$ cat config.mk
export PLATFORM = sky130hd
export DESIGN_NAME = multiplier_seq
export DESIGN_NICKNAME = d
export VERILOG_FILES = /design/src/rtl/multiplier_seq.sv
export SDC_FILE = /design/constraint.sdc
export NUM_CORES = 1
export LEC_CHECK = 0
export ABC_AREA = 1
export CAP_MARGIN = 20
export CORE_ASPECT_RATIO = 0.7
export CORE_UTILIZATION = 55
export DETAILED_ROUTE_END_ITERATION = 8
export PLACE_DENSITY = 0.81
export SLEW_MARGIN = 20
export SYNTH_ARGS = -nofsm -noshare
export SYNTH_HDL_FRONTEND = slang
export SYNTH_SLANG_ARGS = --single-unit
export TNS_END_PERCENT = 20
$ cat constraint.sdc
create_clock -name clk -period 3.25 [get_ports clk]
set_input_delay 0.65 -clock clk [delete_from_list [all_inputs] [get_ports clk]]
set_output_delay 0.65 -clock clk [all_outputs]
set_load 0.01 [all_outputs]
$ cat src/rtl/multiplier_seq.sv
// -----------------------------------------------------------------------------
// multiplier_seq
//
// Sequential unsigned shift-and-add multiplier that retires one multiplier bit
// per clock. Two WIDTH-bit operands are captured on an accepted start. After
// WIDTH iterations the exact 2*WIDTH-bit product is written to the result
// register and a one-cycle done pulse is raised. This block is the counterpart
// of the sequential restoring divider in the arithmetic datapath.
//
// Ports
//   clk      in   1         rising-edge clock
//   reset    in   1         asynchronous, active-low reset (0 = reset)
//   start    in   1         request; sampled only while idle
//   mcand    in   WIDTH     multiplicand, captured on the accepting edge
//   mplier   in   WIDTH     multiplier, captured on the accepting edge
//   busy     out  1         high while iterating
//   done     out  1         one-cycle pulse when the product is written
//   product  out  2*WIDTH   result register; holds until the next completion
//
// Timing
//   The start is accepted at edge E0 and the iterations run on edges E1..E_WIDTH.
//   done is high during the cycle that follows E_WIDTH. Throughput is one
//   operation every WIDTH+2 cycles.
// -----------------------------------------------------------------------------
module multiplier_seq #(
    parameter int WIDTH = 32
) (
    input  logic                 clk,
    input  logic                 reset,
    input  logic                 start,
    input  logic [WIDTH-1:0]     mcand,
    input  logic [WIDTH-1:0]     mplier,
    output logic                 busy,
    output logic                 done,
    output logic [2*WIDTH-1:0]   product
);

    localparam int CNT_W = (WIDTH > 1) ? $clog2(WIDTH) : 1;
    localparam logic [CNT_W-1:0] CNT_LAST = CNT_W'(WIDTH - 1);

    typedef enum logic [1:0] {
        IDLE = 2'd0,
        RUN  = 2'd1,
        DONE = 2'd2
    } state_t;

    state_t               state;
    logic [WIDTH-1:0]     mc_reg;
    logic [2*WIDTH-1:0]   acc;
    logic [CNT_W-1:0]     cnt;

    logic [WIDTH:0]       sum;
    logic [WIDTH-1:0]     addend;
    logic [2*WIDTH-1:0]   acc_next;

    // One iteration of the datapath. The upper half of acc holds the running
    // partial product. The lower half holds the multiplier bits that have not
    // been consumed yet, and acc[0] is always the current multiplier bit. The
    // add is one bit wider than the operands so that the carry is shifted back
    // into the top of acc rather than lost. This keeps the product exact.
    always_comb begin
        addend   = acc[0] ? mc_reg : '0;
        sum      = {1'b0, acc[2*WIDTH-1:WIDTH]} + {1'b0, addend};
        acc_next = {sum, acc[WIDTH-1:1]};
    end

    // Control FSM with registered busy/done. All state, including the datapath
    // registers, is cleared by reset. An abort mid-run therefore leaves no
    // stale operands behind and produces no done pulse.
    always_ff @(posedge clk or negedge reset) begin
        if (!reset) begin
            state   <= IDLE;
            busy    <= 1'b0;
            done    <= 1'b0;
            product <= '0;
            mc_reg  <= '0;
            acc     <= '0;
            cnt     <= '0;
        end else begin
            case (state)
                IDLE: begin
                    done <= 1'b0;
                    if (start) begin
                        mc_reg <= mcand;
                        acc    <= {{WIDTH{1'b0}}, mplier};
                        cnt    <= '0;
                        busy   <= 1'b1;
                        state  <= RUN;
                    end
                end

                RUN: begin
                    acc <= acc_next;
                    cnt <= cnt + 1'b1;
                    // On the last iteration, publish the freshly shifted accumulator.
                    // cnt may wrap here, which is harmless because RUN is being left.
                    if (cnt == CNT_LAST) begin
                        product <= acc_next;
                        busy    <= 1'b0;
                        done    <= 1'b1;
                        state   <= DONE;
                    end
                end

                DONE: begin
                    // start is not sampled here. Only IDLE may accept a new operation.
                    done  <= 1'b0;
                    state <= IDLE;
                end

                default: begin
                    busy  <= 1'b0;
                    done  <= 1'b0;
                    state <= IDLE;
                end
            endcase
        end
    end

endmodule
==> results of run 1 <==
-- cell usage after synthesis (5+ instances only) --
cell type and instances:
o21ai_1 44, clkbuf_1 15, a21oi_1 21, o21ai_0 13, xnor2_1 10, o211ai_1 11, dfrtp_1 169, nor3_1 5
nand2_1 545, nor2_1 52, o221ai_1 19, inv_1 178, buf_2 21, nand3_1 64, inv_2 5, ha_1 34
nand3b_1 5
-- how the worst max path moves through the flow --
stage,startpoint,end,slack (ns),cells past startpoint
2_1_floorplan,acc[0],acc[59],0.92,17
3_3_place_gp,acc[0],product[63],0.70,16
3_5_place_dp,acc[0],product[63],0.71,16
4_1_cts,acc[0],product[47],0.69,15
5_1_grt,acc[0],acc[63],0.36,16
6_report,acc[0],product[62],0.60,14
-- layer usage --
layer,GRT usage,vias up,share of wire
met5,0,-,0
met4,0.0791,0,0.013
met3,0.0769,28,0.10
met2,0.458,354,0.41
met1,0.477,3921,0.48
li1,-,4084,-
-- kinds of logic after synthesis --
logic type,after synthesis
DFF,169
buffers and inverters,223
xor gates and xnor gates,14
and+or+nand+nor,682
AOI/OAI and AO/OA,118
adders and majority gates,35
-- power by group through the flow --
stage	registers [W]	clock network (W)	logic [W]
6_report	0.00363	0.00214	0.00598
5_1_grt	0.00373	0.00225	0.00671
4_1_cts	0.00362	0.00216	0.00593
3_5_place_dp	0.00363	0	0.00588
3_3_place_gp	0.00363	0	0.00576
2_1_floorplan	0.00362	0	0.00386
-- final cells by class --
| cell class | count | area (sq um) | area share |
|---|---|---|---|
| clock buffers | 17 | 425 | 0.0377 |
| clock inverters | 15 | 221 | 0.0196 |
| inverters | 183 | 687 | 0.0609 |
| multi-input cells | 849 | 4000 | 0.355 |
| flip-flops and latches | 169 | 4230 | 0.375 |
| well taps | 220 | 275 | 0.0244 |
| repair buffers | 145 | 1450 | 0.128 |
-- worst register-to-register path: stages (launching register included) --
cell,delay [ns]
dfrtp_1,0.53
buf_4,0.38
nand2_1,0.11
inv_1,0.08
ha_1,0.30
nand2_1,0.15
inv_1,0.05
nand2_1,0.06
nand2_1,0.07
inv_1,0.05
nand2_1,0.08
a21oi_1,0.34
nand3_1,0.17
nand3_1,0.13
nand2_1,0.06
-- metrics by stage --
| stage | total power (W) | hold WS (ns) | worst slack (ns) |
|---|---|---|---|
| detailed placement | 0.00951 | 0.464 | 0.710 |
| CTS | 0.0117 | 0.236 | 0.686 |
| global placement | 0.00939 | 0.457 | 0.698 |
| floorplan | 0.00747 | 0.354 | 0.921 |
| finish | 0.0117 | 0.211 | 0.597 |
| global route | 0.0127 | 0.263 | 0.364 |
-- placed cells by master, fill, tap and decap left out, drive strengths merged, types with 8 or more instances in the layout --
cell           netlist  routed
dfrtp              169     169
clkdlybuf4s50        0     131
o211ai              11      11
nand2              547     547
xnor2               10      10
a21oi               21      21
buf                 25      14
nand3               65      65
ha                  34      34
clkbuf              15      17
o221ai              19      19
inv                183     188
clkinv               0       8
o21ai               57      57
nor2                55      55
==> out/results.txt, run 1 <==
Summed over all instances, the cell type with the most area after synthesis is dfrtp_1. The number of antenna violations at the first check in global routing was 0. Share of total power consumed by net switching: 0.450. The data required time at the worst endpoint came out at 3.57 ns.

The cell family contributing the most delay on the critical path is simple AND/OR/NAND/NOR gates. For the count of inserted antenna diode cells, the log shows 0. Across the routed clock network, the largest skew measured is 0.0167 ns.

The number of clock sinks is 169, and the largest net degree at the start of global routing is 68. Timing would allow up to 0.377 GHz. Dividing total power by cell area gives a power density of 1040 mW/mm^2. The run gives 0.309 as the proportion of power drawn by flip-flops and latches. By area, the combinational part of the netlist is dominated by simple AND/OR/NAND/NOR gates. The proportion of synthesized area in mux cells was 0.

The logs give 24.9 mm for the total length of routed wires and 0.465 for the sequential-to-total area share from yosys stat. The area share of fa/ha/maj cells after synthesis is 0.0489. The first global-routing pass estimated 41.3 mm of wire.

The tools report the overall routing resource usage as 0.317. For the number of I/O pins, the log shows 133. The critical path in this run is classified as reg -> reg.

The type of origin of the critical path was a flip-flop. The clock transition time at the flip-flop clock pins of the worst setup and hold paths was 0.08 ns; the switching component of the power was 0.00529 W. The tools report the final max-slew violation count as 0. The peak supply drop came out at 0.554 mV.

At the end of routability-driven placement, the weighted congestion stood at 0.972. The number of standard cells after synthesis was 1241. The clock period minus final worst setup slack is 2.65 ns, and the buffering stage count on the worst path with inverters included is 4. STA classifies the critical path endpoint as a flip-flop. The tools report the via count of the first global-routing pass as 8030. Normalized max-slew margin: 0.528.

The logs give 0 ns for the sum of negative setup slack and 2.98 ns for the data arrival time at the worst-slack endpoint. The run gives 0 as the number of gates resized after CTS. The cell internal power dissipation was 0.00646 W.

The post-synthesis average cell area works out to 7.33 sq um. The ratio of cells with drive above 1 in the final layout came out at 0.0421. For this run, design rule violations remaining after detail routing come to 0. Leaving out filler cells and counting taps, the final layout contains 1598. The predominant post-synthesis flop cell was dfrtp_1.

The synthesized cell area is 0.00910 sq mm. The clock group share of total power was 0.182; the transition time of the tightest slew-check pin was 0.709 ns. The die is 110 um tall.

The net count of the finished layout is 1467. Yosys printed 0 warnings. Core utilization of the finished layout: 0.713. In this run, synthesis inferred 0 flip-flops with an integrated enable. In this run the post-CTS setup repair buffer count came out at 0. Sorting the synthesized cells by area gives the leading types as dfrtp_1 46%, nand2_1 22%, inv_1 7.3%. For this run, the detailed router's first-pass iteration total came to 6. The die is 156 um wide. The startpoint of the worst register-to-register path is acc[0]. Counting cells, the worst reg-to-reg path comes to 14. The area fraction in compound gates after synthesis is 0.0785. The final route contains 8387 vias. Along the worst path, the maximum fanout reaches 23.

The number of buffers on the longest clock path came out at 2. The area of the core is 0.0158 sq mm, and the count of input and output buffers is 132. Setup repair after global routing left no endpoint under its margin.

The critical path goes through buf_4 > nand2_1 > inv_1 > ha_1 > nand2_1 > inv_1 > nand2_1 > nand2_1 > inv_1 > nand2_1 > a21oi_1 > nand3_1 > nand3_1 > nand2_1. For the worst-skew pair later-pin latency, the log shows 0.43 ns. The area added between synthesis and finish works out to 24.0%.

Hold repair after CTS inserted 0 buffers. The final non-filler cell area came out at 0.0113 sq mm. The max-cap violation count is 0, and the final-report setup violation count is 0.

The tools report the half-perimeter wire length after detailed placement as 17.9 mm. Synthesis inferred 169 register bits. Row generation in the floorplan step produced 38 rows. The fraction of synthesis flops using an asynchronous set or reset pin works out to 1.00. The logs give 0 for the aggregate global routing overflow and 1316 for the filler cell count in the final layout. The terminus of the critical flop-to-flop path was product[62].

For this block, the initial DRC count from the detailed router was 690. The final worst-path cycle share came out at 0.816. TritonCTS built the clock tree. In the final routed layout, each cell accounts on average for 15.6 um. Post-synth net total: 1343. The number of different library cells in the post-synthesis netlist is 33, and the total cell area at the placement stage is 0.0106 sq mm.

Slowest cell on the critical path: dfrtp_1. For the register-to-register setup slack, the log shows 0.60 ns. The simple logic cell fraction of the synthesized area is 0.299, and the fraction of synthesized cell area taken by the top area cell type is 0.465. For the die footprint, the log shows 0.0171 sq mm.

The count of nets left with antenna violations once routing finished came out at 0. The analysis attributes to cell leakage a power of 6.13 nW. The via density per instance came out at 5.25. The number of instances in the placed design came out at 1566. The critical path's most frequent cell was nand2_1. The synthesized-area fraction occupied by xor and xnor cells was 0.0135; the number of buffers added by the clock tree synthesis step was 17. For this run, the slowest stage of the critical path takes 0.53 ns. The number of hold violations in the final report was 0; the logic gate share of total power was 0.509. The tools report the clock root buffer as clkbuf_16. Class of the worst hold path: in -> async.

The starting utilization of the core area is 0.575. The flow ran to the end, and the final reports show no timing, DRC or antenna violations. In this run the number of H-tree levels came out at 4.
(Power assumes the default switching activity.)
==> run 2: changes to the inputs <==
- clock period: 3.25 -> 2.6 ns (I/O delays scaled with it)
==> run 2 against run 1 <==
Effect of this change:
- clock power rose by 28%
- final cell count rose by 0.19%
- via count down 0.63%
- cell area increased by 0.43%
- global-route usage up 0.50 points
- first-iteration DRC count is 3.6% lower
- combinational power rose by 26%
- critical path depth unchanged
- die area unchanged
- utilization grew 0.31 points
- sequential share of layout area down 0.16 points
- hold slack got worse by 0.21 ns
- largest power group unchanged
- highest routed layer unchanged
==> out/results.txt, run 2 (synthesis gave the netlist of run 1 again) <==
The post-route DRC violation count was 0 (unchanged); the aggregate global routing overflow was 0 (unchanged). The die extent in y is 110 um (unchanged), and the number of antenna violations at the first check in global routing is 0 (unchanged). The total length of routed wires is 25.7 mm (+3.4%). The number of buffers on the longest clock path is 2 (unchanged), and the via density per instance is 5.21 (-0.82%). Number of clock sinks: 169 (unchanged). The routed length per instance came out at 16.1 um (+3.2%). The first-pass GRT wire length was 41.8 mm (+0.98%); the power density over the cells was 1310 mW/mm^2 (+26%). The tools report the post-placement setup slack as 0.220 ns (-0.490 ns).

The tools report the count of nets after finishing as 1470 (+0.20%). The signal on the critical path passes through buf_4 > nand2_1 > inv_1 > ha_1 > nand2_1 > inv_1 > nand2_1 > nand2_1 > nand2_1 > nand2_1 > a21oi_1 > nand3_1 > nand3_1 > nand2_1. The data arrival time at the worst-slack endpoint is 2.73 ns (-0.25 ns), and the final-report setup violation count is 0 (unchanged). Setup repair after global routing left no endpoint under its margin. Counting stages on the worst path, the most repeated cell is nand2_1.

The global-route track usage on met1 was 0.471 (-0.00628). The weighted congestion at the end of routability-driven global placement is 0.970 (-0.14%), and the transition time of the tightest slew-check pin is 0.545 ns (-0.164 ns). The flow ran to the end, and the final reports show no timing, DRC or antenna violations. The clock period minus final worst setup slack was 2.39 ns (-0.265 ns). The worst setup path is launched from a flip-flop.

The largest fanout on the critical path came out at 20 (-13%). The area of the core was 0.0158 sq mm (unchanged); the half-perimeter wire length after detailed placement was 18.7 mm (+4.5%). The number of placement rows is 38 (unchanged). The number of hold violations in the final report was 0 (unchanged); the width of the chip was 156 um (unchanged).

The final worst-path cycle share is 0.919 (+0.102), and the largest net degree at the start of global routing is 51 (-25%). Standby leakage power: 6.16 nW (+0.51%). The number of I/O pins was 133 (unchanged); the via count of the first global-routing pass was 8029 (-0.012%).

The logs give 0.775 mV (+40%) for the peak supply drop and 0.481 (+0.0227) for the met2 capacity usage during global routing. The count of inserted antenna diode cells was 0 (unchanged); the via total after detailed routing was 8334 (-0.63%). Routing usage on met3: 0.0820 (+0.00512). The logs give 0 (unchanged) for the antenna violation net count after detailed routing and 0.212 ns (-0.385 ns) for the minimum setup slack in the final design. For the number of buffers added by the clock tree synthesis step, the log shows 17 (unchanged). Max-cap violation count: 0 (unchanged). The run gives 0 (unchanged) as the final max-slew violation count.

The data required time at the worst endpoint came out at 2.94 ns (-0.63 ns). Most common cell after layout, fill and taps aside: nand2_1. Busiest layer in global routing: met2. The startpoint identified for the worst register-to-register timing path is acc[0]. The stage delay of the slowest cell on the critical path is 0.37 ns (-0.16 ns). The tools report the DRC marker count from the first detailed-route iteration as 665 (-3.6%).

STA classifies the critical path endpoint as a flip-flop. For the overall routing resource usage, the log shows 0.322 (+0.00502). In this run the clock root is driven by a clkbuf_16. The library cells used most frequently in the layout, excluding fill and tap cells, are 545 x nand2_1, 178 x inv_1, 169 x dfrtp_1. The critical path class is reg -> reg. The clock skew came out at 0.0164 ns (-0.000322 ns). The critical path starts at acc[0]. The deepest level of the CTS H-tree was 4 (unchanged); the ratio of cells with drive above 1 in the final layout was 0.0449 (+0.00281). TritonCTS built the clock tree.

The run gives 6 (unchanged) as the detailed-routing iteration count for the pre-antenna-repair pass. The sum of negative setup slack was 0 ns (unchanged). The worst hold path belongs to the class in -> async. The starting utilization of the core area was 0.575 (unchanged). The die footprint was 0.0171 sq mm (unchanged).

The core utilization of the finished layout is 0.716 (+0.00308), and the final worst hold slack is 0.00503 ns (-0.206 ns). The area added between synthesis and finish was 24.5%; the clock transition time at the flip-flop clock pins of the worst setup and hold paths was 0.08 ns (about the same). The tools report the worst-skew pair later-pin latency as 0.44 ns (about the same). The run gives 0.636 (+0.109) as the normalized max-slew margin.

The count of input and output buffers came out at 132 (unchanged). Top achievable clock speed: 0.419 GHz (+11%). Slowest cell on the critical path: dfrtp_1.
[run 2: cell count changes in the layout (fill, tap and decap cells not counted), sizes merged]
cell      previous run  this run
buf                 14        17
clkinv               8         7
clkinvlp             1         0
inv                188       190
[run 2: final cells by class]
cell class,count,area [sq um]
inverter,183,687
fill,1323,4500
clock buffer,17,425
timing repair buffer,148,1490
sequential,169,4230
tap,220,275
multi-input combinational,849,4010
clock inverter,15,220
[run 2: critical path, delay by kind of cell, from the launching register on]
kind                       cells  cell delay [ns]
buffers and inverters          3             0.45
adders and majority gates      1             0.30
AOI/OAI and AO/OA              1             0.28
and+or+nand+nor                9             0.88
DFF                            1             0.37
[run 2: what timing repair did]
item                       4_1_cts  5_1_grt
hold buffers                     0        0
buffers inserted                 0        0
resized for setup                0        1
setup endpoints to repair        0        4
[run 2: metal layers]
metal	vias up	part of all wire
met1	3896	0.49
li1	4092	-
met3	37	0.083
met5	-	0
met2	309	0.42
met4	0	0.012
[run 2: metrics by stage]
step	total power, W	std cells	area, sq um
after floorplan	0.00934	1241	9100
after global placement	0.0118	1569	10700
after detailed placement	0.0119	1569	10700
after CTS	0.0147	1601	11300
after global routing	0.0159	1601	11300
final	0.0148	1601	11300
[run 2: path summary, 6_finish.rpt]
| kind | slack, ns | endpoint | cells past startpoint |
|---|---|---|---|
| worst min-delay path | 0.005 | mc_reg[9] | 1 |
| max in group asynchronous | 1.76 | product[21] | 2 |
| worst max register to register | 0.21 | product[60] | 14 |
| worst min register to register | 0.48 | product[49] | 2 |
| worst max-delay path | 0.21 | product[60] | 14 |
| min in group clk | 0.48 | product[49] | 2 |
[run 2: report_power, final]
group	switching [W]	total (W)	internal, W
Sequential	0.000688	0.00452	0.00383
Clock	0.00131	0.00273	0.00142
Combinational	0.00471	0.00756	0.00285
